<file path="src/rtl/transfer_layer_tx.sv">
// Egress merge: four 12-bit port FIFOs arbitrated into one output FIFO toward the link.
// Latency: push to earliest transfer 1 edge, pop to dataOut 1 edge; 1 word/cycle sustained.
// Backpressure: full port drops the push (sticky errorOut); transfers pause on output occupancy thresholds.
// Optional TLTX_RR_EN: round-robin arbitration instead of fixed priority P0 > P1 > P2 > P3.
module transfer_layer_tx #(
    parameter int DATA_W  = 12,
    parameter int PORT_AW = 2,
    parameter int OUT_AW  = 3,
    parameter int CNT_W   = 5
) (
    input  logic              clk,
    input  logic              reset,
    input  logic              init,
    input  logic [2:0]        Umbral_bajo,
    input  logic [2:0]        Umbral_alto,
    input  logic              pushInP0,
    input  logic              pushInP1,
    input  logic              pushInP2,
    input  logic              pushInP3,
    input  logic [DATA_W-1:0] dataInP0,
    input  logic [DATA_W-1:0] dataInP1,
    input  logic [DATA_W-1:0] dataInP2,
    input  logic [DATA_W-1:0] dataInP3,
    output logic [3:0]        fullInP,
    input  logic              popOut,
    output logic [DATA_W-1:0] dataOut,
    output logic              emptyOut,
    output logic [3:0]        errorOut,
    input  logic              req,
    input  logic [1:0]        idx,
    output logic [CNT_W-1:0]  counterOut,
    output logic              counterValid,
    output logic [1:0]        state
);
    localparam int PORT_DEPTH = 1 << PORT_AW;
    localparam int OUT_DEPTH  = 1 << OUT_AW;
    localparam logic [PORT_AW:0] PORT_FULL = {1'b1, {PORT_AW{1'b0}}};
    localparam logic [OUT_AW:0]  OUT_FULL  = {1'b1, {OUT_AW{1'b0}}};

    typedef enum logic [1:0] {ST_RESET = 2'd0, ST_INIT = 2'd1, ST_IDLE = 2'd2, ST_ACTIVE = 2'd3} state_t;

    state_t state_q, state_d;
    logic [2:0] alto_q, alto_d, bajo_q, bajo_d;
    logic [3:0][PORT_DEPTH-1:0][DATA_W-1:0] pmem_q, pmem_d;
    logic [3:0][PORT_AW-1:0] pwr_q, pwr_d, prd_q, prd_d;
    logic [3:0][PORT_AW:0]   pcnt_q, pcnt_d;
    logic [OUT_DEPTH-1:0][DATA_W-1:0] omem_q, omem_d;
    logic [OUT_AW-1:0] owr_q, owr_d, ord_q, ord_d;
    logic [OUT_AW:0]   ocnt_q, ocnt_d;
    logic              pause_q, pause_d;
    logic [DATA_W-1:0] dout_q, dout_d;
    logic [3:0]        err_q, err_d;
    logic [3:0][CNT_W-1:0] cnt_q, cnt_d;
    logic [CNT_W-1:0]  cout_q, cout_d;
    logic              cvld_q, cvld_d;
    logic [1:0]        rr_q, rr_d;

    logic [3:0]             push_vec, nonempty;
    logic [3:0][DATA_W-1:0] din;
    logic                   gnt_vld, xfer, pop_ok, push_ok, pop_port;
    logic [1:0]             gnt_idx, cand;

    assign push_vec = {pushInP3, pushInP2, pushInP1, pushInP0};
    assign din      = {dataInP3, dataInP2, dataInP1, dataInP0};

    // Port non-empty flags feed both the arbiter and the FSM
    always_comb begin
        nonempty = '0;
        for (int i = 0; i < 4; i++) nonempty[i] = (pcnt_q[i] != '0);
    end

`ifdef TLTX_RR_EN
    // Round-robin: search begins at the port after the last granted one
    always_comb begin
        gnt_vld = 1'b0;
        gnt_idx = 2'd0;
        cand    = 2'd0;
        for (int k = 1; k <= 4; k++) begin
            cand = rr_q + 2'(k);
            if (!gnt_vld && nonempty[cand]) begin
                gnt_vld = 1'b1;
                gnt_idx = cand;
            end
        end
    end
`else
    // Fixed priority: lowest-numbered non-empty port wins
    always_comb begin
        gnt_vld = 1'b0;
        gnt_idx = 2'd0;
        cand    = 2'd0;
        for (int k = 3; k >= 0; k--) begin
            if (nonempty[k]) begin
                gnt_vld = 1'b1;
                gnt_idx = 2'(k);
            end
        end
    end
`endif

    assign xfer   = (state_q == ST_ACTIVE) && !pause_q && (ocnt_q != OUT_FULL) && gnt_vld;
    assign pop_ok = popOut && (ocnt_q != '0);

    // FSM next-state
    always_comb begin
        state_d = state_q;
        case (state_q)
            ST_RESET:  state_d = ST_INIT;
            ST_INIT:   if (!init) state_d = ST_IDLE;
            ST_IDLE:   if (init) state_d = ST_INIT;
                       else if (|nonempty) state_d = ST_ACTIVE;
            ST_ACTIVE: if (init) state_d = ST_INIT;
                       else if (!(|nonempty)) state_d = ST_IDLE;
            default:   state_d = ST_RESET;
        endcase
    end

    // Datapath: port FIFOs, output FIFO, pause hysteresis, counters and counter read
    always_comb begin
        alto_d = alto_q;  bajo_d = bajo_q;
        pmem_d = pmem_q;  pwr_d = pwr_q;  prd_d = prd_q;  pcnt_d = pcnt_q;
        omem_d = omem_q;  owr_d = owr_q;  ord_d = ord_q;
        dout_d = dout_q;  err_d = err_q;  cnt_d = cnt_q;
        cout_d = cout_q;  rr_d = rr_q;
        push_ok = 1'b0;   pop_port = 1'b0;

        if (state_q == ST_INIT && init) begin
            alto_d = Umbral_alto;
            bajo_d = Umbral_bajo;
        end

        for (int i = 0; i < 4; i++) begin
            push_ok  = push_vec[i] && (pcnt_q[i] != PORT_FULL);
            pop_port = xfer && (gnt_idx == 2'(i));
            if (push_ok) begin
                pmem_d[i][pwr_q[i]] = din[i];
                pwr_d[i] = pwr_q[i] + PORT_AW'(1);
            end else if (push_vec[i]) begin
                err_d[i] = 1'b1;
            end
            if (pop_port) begin
                prd_d[i] = prd_q[i] + PORT_AW'(1);
                cnt_d[i] = cnt_q[i] + CNT_W'(1);
            end
            pcnt_d[i] = pcnt_q[i] + (PORT_AW+1)'(push_ok) - (PORT_AW+1)'(pop_port);
        end

        if (xfer) begin
            omem_d[owr_q] = pmem_q[gnt_idx][prd_q[gnt_idx]];
            owr_d = owr_q + OUT_AW'(1);
            rr_d  = gnt_idx;
        end
        if (pop_ok) begin
            dout_d = omem_q[ord_q];
            ord_d  = ord_q + OUT_AW'(1);
        end
        ocnt_d = ocnt_q + (OUT_AW+1)'(xfer) - (OUT_AW+1)'(pop_ok);

        // Pause decision uses post-edge occupancy so the flag reflects the new fill level
        pause_d = pause_q;
        if (alto_q == 3'd0)                  pause_d = 1'b0;
        else if (ocnt_d >= {1'b0, alto_q})   pause_d = 1'b1;
        else if (ocnt_d <= {1'b0, bajo_q})   pause_d = 1'b0;

        // Counter snapshot is taken before this edge's increment
        cvld_d = req;
        if (req) cout_d = cnt_q[idx];
    end

    // Control and status registers with synchronous reset
    always_ff @(posedge clk) begin
        if (reset) begin
            state_q <= ST_RESET;
            alto_q  <= '0;  bajo_q <= '0;
            pwr_q   <= '0;  prd_q  <= '0;  pcnt_q <= '0;
            owr_q   <= '0;  ord_q  <= '0;  ocnt_q <= '0;
            pause_q <= 1'b0;
            dout_q  <= '0;  err_q  <= '0;  cnt_q  <= '0;
            cout_q  <= '0;  cvld_q <= 1'b0;
            rr_q    <= 2'd3;
        end else begin
            state_q <= state_d;
            alto_q  <= alto_d;  bajo_q <= bajo_d;
            pwr_q   <= pwr_d;   prd_q  <= prd_d;  pcnt_q <= pcnt_d;
            owr_q   <= owr_d;   ord_q  <= ord_d;  ocnt_q <= ocnt_d;
            pause_q <= pause_d;
            dout_q  <= dout_d;  err_q  <= err_d;  cnt_q  <= cnt_d;
            cout_q  <= cout_d;  cvld_q <= cvld_d;
            rr_q    <= rr_d;
        end
    end

    // Storage arrays need no reset; pointers define validity
    always_ff @(posedge clk) begin
        pmem_q <= pmem_d;
        omem_q <= omem_d;
    end

    always_comb begin
        fullInP = '0;
        for (int i = 0; i < 4; i++) fullInP[i] = (pcnt_q[i] == PORT_FULL);
    end

    assign emptyOut     = (ocnt_q == '0);
    assign dataOut      = dout_q;
    assign errorOut     = err_q;
    assign counterOut   = cout_q;
    assign counterValid = cvld_q;
    assign state        = state_q;
endmodule
</file>
<file path="config.mk">
export PLATFORM = sky130hd
export DESIGN_NAME = transfer_layer_tx
export DESIGN_NICKNAME = d
export VERILOG_FILES = /design/src/rtl/transfer_layer_tx.sv
export SDC_FILE = /design/constraint.sdc
export NUM_CORES = 1
export LEC_CHECK = 0
export CORE_ASPECT_RATIO = 1.25
export CORE_MARGIN = 2
export CORE_UTILIZATION = 30
export CTS_CLUSTER_SIZE = 8
export DETAILED_ROUTE_END_ITERATION = 10
export PLACE_DENSITY_LB_ADDON = 0.2
export SLEW_MARGIN = 20
export SYNTH_ARGS = -nofsm -noshare
export SYNTH_HDL_FRONTEND = slang
export SYNTH_SLANG_ARGS = --single-unit
</file>
<file path="constraint.sdc">
create_clock -name clk -period 5.2 [get_ports clk]
set_input_delay 1.04 -clock clk [delete_from_list [all_inputs] [get_ports clk]]
set_output_delay 1.04 -clock clk [all_outputs]
set_load 0.01 [all_outputs]
</file>
Word level (Yosys, flattened, before mapping)
Index checks and enable logic that the tools add are counted.
Operators by class
  add/sub/neg operators: 24
  equal/unequal tests: 18
  bitwise operators: 4
  multiplexer cells: 41
  order comparisons: 16
  reduce and logical (&&, ||, !) cells: 36
Operators by type and width (number)
  $bwmux W48: 4
  $bmux W48 S2: 1
  $bwmux W96: 1
  $demux W12 S2: 4
  $mux W12: 7
  $mux W48: 1
  $bmux W12 S3: 1
  $demux W12 S3: 1
  $bmux W12 S2: 1
  $lt A2 B3 Y1 const B: 7
  $add A5 B1 Y5 const B: 4
  $mux W2: 10
  $logic_and A1 B1 Y1: 18
  $ne A3 B3 Y1 const B: 6
  $add A2 B1 Y2 const B: 8
  $add A3 B1 Y3: 4
  $eq A3 B3 Y1 const B: 4
  $reduce_bool A3 Y1: 4
  $sub A3 B1 Y3: 4
  $bmux W5 S2: 1
  $eq A2 B2 Y1 const B: 4
  $ge A2 B1 Y1 const B: 4
  $lt A3 B4 Y1 const B: 2
  $pmux W2 S4: 1
  other kinds (23): 37
Word-level totals
  word-level logic and storage cells: 193
  input port bits: 65
  register bits after elaboration: 377
  output and inout port bits: 29

Longest topological paths before layout
Gate-level depths: netlist (run 1).
  word-level depth: 11
  depth in mapped cells: 14

Worst setup path before layout (run 1)
Ideal clock, no wire load.
  kind: input to register
  from: input popOut
  to: register pause_q
  arrival: 3.567 ns
  stages on the path: 11
  buffers on the path: 1
  required time: 5.067 ns
  path slack: 1.500 ns
  setup time: 0.133 ns
  cell sequence: a21boi_1 > clkbuf_1 > ha_1 > inv_1 > ha_1 > fa_1 > ha_1 > nor2b_1 > o21a_1 > o211ai_1 > a311oi_1
Between the ends
  word-level cells in the longest chain between the ends: 4
  elaborated cells between the ends (all ways): 6
  classes of those cells: add/sub (1); order compare (2); mux (1); reduce/logical (2)
RTL lines
  from (decl): line 25  | input logic popOut,
  $logic_and A1 B1 Y1 *: line 102  | assign pop_ok = popOut && (ocnt_q != '0);
  via pop_ok: line 60  | logic gnt_vld, xfer, pop_ok, push_ok, pop_port;
  $sub A4 B1 Y4 *: line 157  | ocnt_d = ocnt_q + (OUT_AW+1)'(xfer) - (OUT_AW+1)'(pop_ok);
  via ocnt_d[1]: line 49  | logic [OUT_AW:0] ocnt_q, ocnt_d;
  $ge A4 B3 Y1 or $le A4 B3 Y1 (tied branches): line 162, 163
  $mux W1 or $reduce_bool A2 Y1 (tied branches)
  to (signal assigned): line 186  | pause_q <= pause_d;
  to (decl): line 50  | logic pause_q, pause_d;
Mark *: on every way through the listed nets, which the timed path passes. The rest lies on a longest branch.
A chain may end at the register's enable or synchronous reset.

Final worst setup path (run 1)
  from: register pcnt_q[4] (netlist name)
  to: register pcnt_q[8] (netlist name)
Between the ends
  word-level cells in the longest chain between the ends: 6
  elaborated cells between the ends (all ways): 9
  classes of those cells: add/sub (1); eq/ne (1); mux (4); reduce/logical (3)
RTL lines
  from (decl): line 46  | logic [3:0][PORT_AW:0] pcnt_q, pcnt_d;
  from (signal assigned): line 184  | pwr_q <= pwr_d; prd_q <= prd_d; pcnt_q <= pcnt_d;
  $reduce_bool A3 Y1 *: line 69  | for (int i = 0; i < 4; i++) nonempty[i] = (pcnt_q[i] != '0);
  $mux W2 or $mux W1 (tied branches) (2 in series): line 93  | if (nonempty[k]) begin
  $eq A2 B2 Y1 or $logic_and A1 B1 Y1 (tied branches): line 134, 101
  $logic_and A1 B1 Y1 *: line 134  | pop_port = xfer && (gnt_idx == 2'(i));
  $sub A3 B1 Y3 *: line 145  | pcnt_d[i] = pcnt_q[i] + (PORT_AW+1)'(push_ok) - (PORT_AW+1)'(pop_port);
Mark *: on every way between the ends. The rest lies on a longest branch, timed or not.

==> reports/results.txt, run 1 <==
Reg2Reg Setup Slack = 1290 ps
Post-Synth XOR/XNOR Area = 2.30%
critical path data arrival time = 4350 ps
WL/cell = 21.1 um
# H-tree levels = 2
FILL cells = 5077
max capacitance violation total = 0
setup bufs post-CTS = 0
Reg clk slew, reported paths = 60 ps
Lkg Pwr = 0.00654 uW
I/O Buffers = 93
Least-Margin Pin Slew = 1090 ps
final core utilization = 36.2%
Finished Cell Area = 0.0191 sq mm
Placer Congestion = 0.820
Post-Route WL = 40.6 mm
Inserted Clock Buffers = 53
clock root cell = clkbuf_16
CTS max path bufs = 3
Worst R2R End = pcnt_q[8]
Startpoint Class = register
Finished Layout Cells = 1923
Rel. slew slack = 27.0%
# diodes = 0
CP Capture Point = pcnt_q[8]
largest vdd supply drop = 0.372 mV
initial antenna violation count = 0
I/O pins = 94
fmax = 0.255 GHz
Cell variety after synth = 44
crit-path cells = or3_2, a2111oi_4, nand2_1, inv_1, ha_1, inv_1, ha_1, inv_1, fa_1, xor2_1, xnor2_1, nor2_1
area leader, netlist = edfxtp_1
largest net degree at the start of global routing = 90
first-pass GRT wire length = 60.6 mm
critical path launch point = pcnt_q[4]
top post-synthesis cells by area = edfxtp_1 (54%), dfxtp_1 (11%), mux4_2 (4.1%)
CP Capture Type = register
Yosys top cell area share = 54.1%
worst hold path type = reg -> reg
Post-synth EDFFs = 288
sequential cell area fraction in the yosys report = 65.2%
All-Layer GR Usage = 14.9%
post-synthesis simple-gate area fraction = 6.97%
post_cts resized = 0
cell area power density = 614 mW/mm^2
Final TNS setup = 0 ps
Fin Hold WS = 465 ps
Core Region = 0.0527 sq mm
main flop type after synthesis = edfxtp_1
status = completed
initial core utilization = 30.3%
Yosys reg bits = 377
DR DRC count = 0
Syn Area/Cell = 14.0 sq um
Clock Latency Late Sink = 590 ps
Syn Nets = 1251
DR vias = 9393
Post-DRT Antenna Nets = 0
grt total ovfl = 0
Synthesis Warnings = 0
CP Class = reg -> reg
Die Height = 262 um
adder-cell share of the synthesized area = 3.91%
DR iter-0 viols = 524
Nets = 1335
Final min period = 3910 ps
vias in the first global route = 9753
Critical Path Max Stage Delay = 920 ps
Synth Cell Area = 0.0160 sq mm
die width = 210 um
DP Area = 0.0176 sq mm
post-detail-place hpwl = 26.2 mm
post-DR vias/cell = 4.88
CTS tree = done
crit-path max FO = 51
clock skew = 24.0 ps
Most common cell on crit path = inv_1
fin crit share = 75.3%
Slew Limit Fails = 0
RSZ-0062 raised after global routing = no
Setup violations, final = 0
CP max-delay cell = or3_2
Die ar. = 0.0552 sq mm
largest family of logic cells by synthesized area = compound AO/OA/AOI/OAI gates
r2r startpoint = pcnt_q[4]
share of cells above drive strength 1 = 9.91%
Synth Area in Compound Gates = 9.24%
Critical Path RT = 5630 ps
Row Count = 94
mux cell area share after synthesis = 8.09%
P&R area growth vs syn = 19.2%
worst r2r path cells = 12
Fin. Hold Viols = 0
asr flop ratio synth = 0%
Synth Instances = 1139
hold buffer count at CTS = 0
drt first pass iters = 5
CTS Sinks = 377
dpl cells = 1840
flip-flops by register name, summed over array words and instances (netlist names), 4 cells and up:
register / flops
pcnt_q: 12
omem_q: 96
pmem_q: 192
errorOut: 4
counterOut: 5
prd_q: 8
cnt_q: 20
dataOut: 12
ocnt_q: 4
pwr_q: 8
cells by family (layout without fill, tap and decap cells):
| logic type | count (synthesis) | count (layout) |
|---|---|---|
| AO/OA/AOI/OAI | 187 | 187 |
| XOR/XNOR | 42 | 42 |
| adder cells (fa/ha/maj) | 47 | 47 |
| buffers and inverters | 162 | 274 |
| flip-flops | 377 | 377 |
| multiplexers | 93 | 93 |
| AND/OR/NAND/NOR | 231 | 231 |
cell usage after synthesis (all sizes together), types with 18 or more instances:
master,number
and2,25
o221ai,48
o31a,48
xor2,29
buf,18
a31oi,49
nand3,58
inv,82
clkbuf,62
edfxtp,288
mux4,29
nor2,91
mux2i,64
ha,42
dfxtp,89
critical path: cells and delay by family, from the launching register on:
family,cells,cell delay (ps)
simple gates,3,1250
compound gates,1,850
fa+ha+maj,3,730
flops,1,360
xor+xnor,2,340
buf+inv,3,210
worst min path at each step:
stage                      startpoint           to  slack (ps)  cells after the start
after floorplan             cnt_q[11]    cnt_q[11]         460                      2
after global placement    errorOut[1]  errorOut[1]         450                      2
after detailed placement  errorOut[1]  errorOut[1]         460                      2
after CTS                 errorOut[1]  errorOut[1]         470                      2
after global routing        cnt_q[16]    cnt_q[16]         510                      2
final                     errorOut[1]  errorOut[1]         470                      2
per-layer routing:
metal	part of all wire (%)	track usage (%)
met1	41	17.3
met2	52	27.6
met3	3.7	2.14
met4	3.1	6.08
met5	0	0
cell type report:
class	count	area [sq um]	share of cell area [%]
multi-input cells	600	4940	25.9
well taps	672	841	4.41
flip-flops and latches	377	10400	54.7
clock buffers	80	1450	7.60
repair buffers	109	1050	5.50
clock inverters	3	45.0	0.236
inverters	82	308	1.61
power breakdown:
group / switching (uW) / internal (uW) / leakage, uW
Combinational: 2780 / 1420 / 0.00247
Clock: 1260 / 1890 / 0.000717
Sequential: 228 / 4120 / 0.00335
Total: 4270 / 7440 / 0.00654
metrics by stage:
step	power, uW	worst slack, ps
floorplan	7250	1500
global placement	8590	1210
detailed placement	8670	1190
CTS	11900	1290
global route	12300	1010
finish	11700	1290
cells in the final DEF (no fill, tap or decap), drive strengths merged, types with 3 or more instances in the layout:
cell	n
a211oi	13
a21boi	3
a21oi	13
a31oi	49
and2	25
buf	17
clkbuf	80
clkdlybuf4s50	92
dfxtp	89
edfxtp	288
fa	5
ha	42
inv	83
mux2i	64
mux4	29
nand2	13
nand2b	4
nand3	58
nand4	9
nor2	91
nor2b	10
nor3	11
o211ai	3
o221ai	48
o31a	48
or3	5
xnor2	13
xor2	29
Note: power is estimated with default switching activity, not from simulation.
==> inputs of run 2 (changes only) <==
clock period = 3.2 ns   (was 5.2 ns; I/O delays follow)
==> reports/results.txt, run 2 (synthesis gave the netlist of run 1 again) <==
status = completed
Least-Margin Pin Slew = 848 ps
largest net degree at the start of global routing = 73
RSZ-0062 raised after global routing = no
Critical Path RT = 2560 ps
Fin Hold WS = 460 ps
max capacitance violation total = 0
Die ar. = 0.0552 sq mm
Post-DRT Antenna Nets = 0
Largest Register = pmem_q
crit-path max FO = 50
CTS tree = done
fin crit share = 93.4%
DP Area = 0.0179 sq mm
Largest regs = pmem_q x192, omem_q x96, cnt_q x20
Final min period = 2990 ps
initial core utilization = 30.3%
Die Height = 262 um
clock root cell = clkbuf_16
Core Region = 0.0527 sq mm
DR DRC count = 0
Slew Limit Fails = 0
Clock Latency Late Sink = 600 ps
vias in the first global route = 10.0k
Reg2Reg Setup Slack = 250 ps
drt first pass iters = 5
# H-tree levels = 2
grt total ovfl = 0
CTS max path bufs = 3
worst hold path type = reg -> reg
Inserted Clock Buffers = 53
Flop pwr share = 35.4%
die width = 210 um
critical path data arrival time = 2350 ps
Startpoint Class = register
P&R area growth vs syn = 21.8%
DR iter-0 viols = 514
All-Layer GR Usage = 15.0%
Net Sw Frac = 36.2%
Fin. Hold Viols = 0
I/O Buffers = 93
WL/cell = 20.7 um
share of cells above drive strength 1 = 13.7%
post-detail-place hpwl = 26.6 mm
clock skew = 23.3 ps
largest vdd supply drop = 0.483 mV
max FFs per register = 192
hold buffer count at CTS = 0
commonest cells after routing, fill and taps aside = edfxtp_1 (288), clkdlybuf4s50_1 (92), nor2_1 (91)
first-pass GRT wire length = 61.2 mm
DR vias = 9597
Pint = 12400 uW
Lkg Pwr = 0.00681 uW
Row Count = 94
clock network power share = 26.0%
initial antenna violation count = 1
I/O pins = 94
Finished Cell Area = 0.0195 sq mm
Reg clk slew, reported paths = 50 ps
CTS Sinks = 377
CP Capture Type = primary output
Net Switching = 7050 uW
cell area power density = 1000 mW/mm^2
fmax = 0.334 GHz
Rel. slew slack = 41.9%
Pwr Total = 19500 uW
CP Class = reg -> out
Placer Congestion = 0.771
Post-Route WL = 40.8 mm
Nets = 1386
post-DR vias/cell = 4.88
commonest non-fill, non-tap cell in the layout = edfxtp_1
combinational share of power = 38.6%
Setup violations, final = 0
[run 2: what timing repair did]
item,CTS,global route
buffers inserted,0,2
resized for setup,0,9
setup endpoints to repair,0,35
[run 2: power by group through the flow]
| stage | Combinational [uW] | Sequential [uW] | Clock [uW] |
|---|---|---|---|
| after floorplan | 4840 | 6950 | 0 |
| after global placement | 7390 | 6980 | 0 |
| after detailed placement | 7490 | 6990 | 0 |
| after CTS | 7510 | 6900 | 5230 |
| after global routing | 8210 | 6950 | 5430 |
| final | 7510 | 6900 | 5060 |
[run 2: path summary, 6_finish.rpt]
| check | start | cells past startpoint | end |
|---|---|---|---|
| min | errorOut[2] | 2 | errorOut[2] |
| min reg2reg | errorOut[2] | 2 | errorOut[2] |
| max | pcnt_q[6] | 4 | fullInP[2] |
| max reg2reg | pcnt_q[9] | 12 | pause_q |
[run 2: through the flow]
stage          instances  setup WS, ps  setup TNS (ps)  util (%)
2_1_floorplan       1139          4.18               0         -
3_3_place_gp        1889         -75.2           -75.2      34.1
3_5_place_dp        1889         -42.0           -42.0      34.1
4_1_cts             1963          95.3               0      36.8
5_1_grt             1965          7.28               0      36.9
6_report            1966           210               0      36.9
[run 2: metal layers]
layer	vias to the layer above	GRT usage, %	routed length [um]
met4	2	7.20	1730
met5	-	0	13
li1	4565	-	-
met3	74	3.13	1920
met1	4738	17.7	16700
met2	218	26.1	20300
[run 2: area by class of cell]
class                   instances  area (sq um)
flip-flops and latches        377         10400
repair buffers                160          1470
clock inverters                 3          41.3
well taps                     672           841
inverters                      82           308
clock buffers                  71          1430
multi-input cells             600          4950
fillers                      5078         33200
diodes                          1          2.50
[run 2: worst max-delay path, stage by stage (launching register included)]
cell and delay (ps):
dfxtp_1 390, buf_4 480, nor2_1 180, and2_1 220, clkdlybuf4s50_1 480
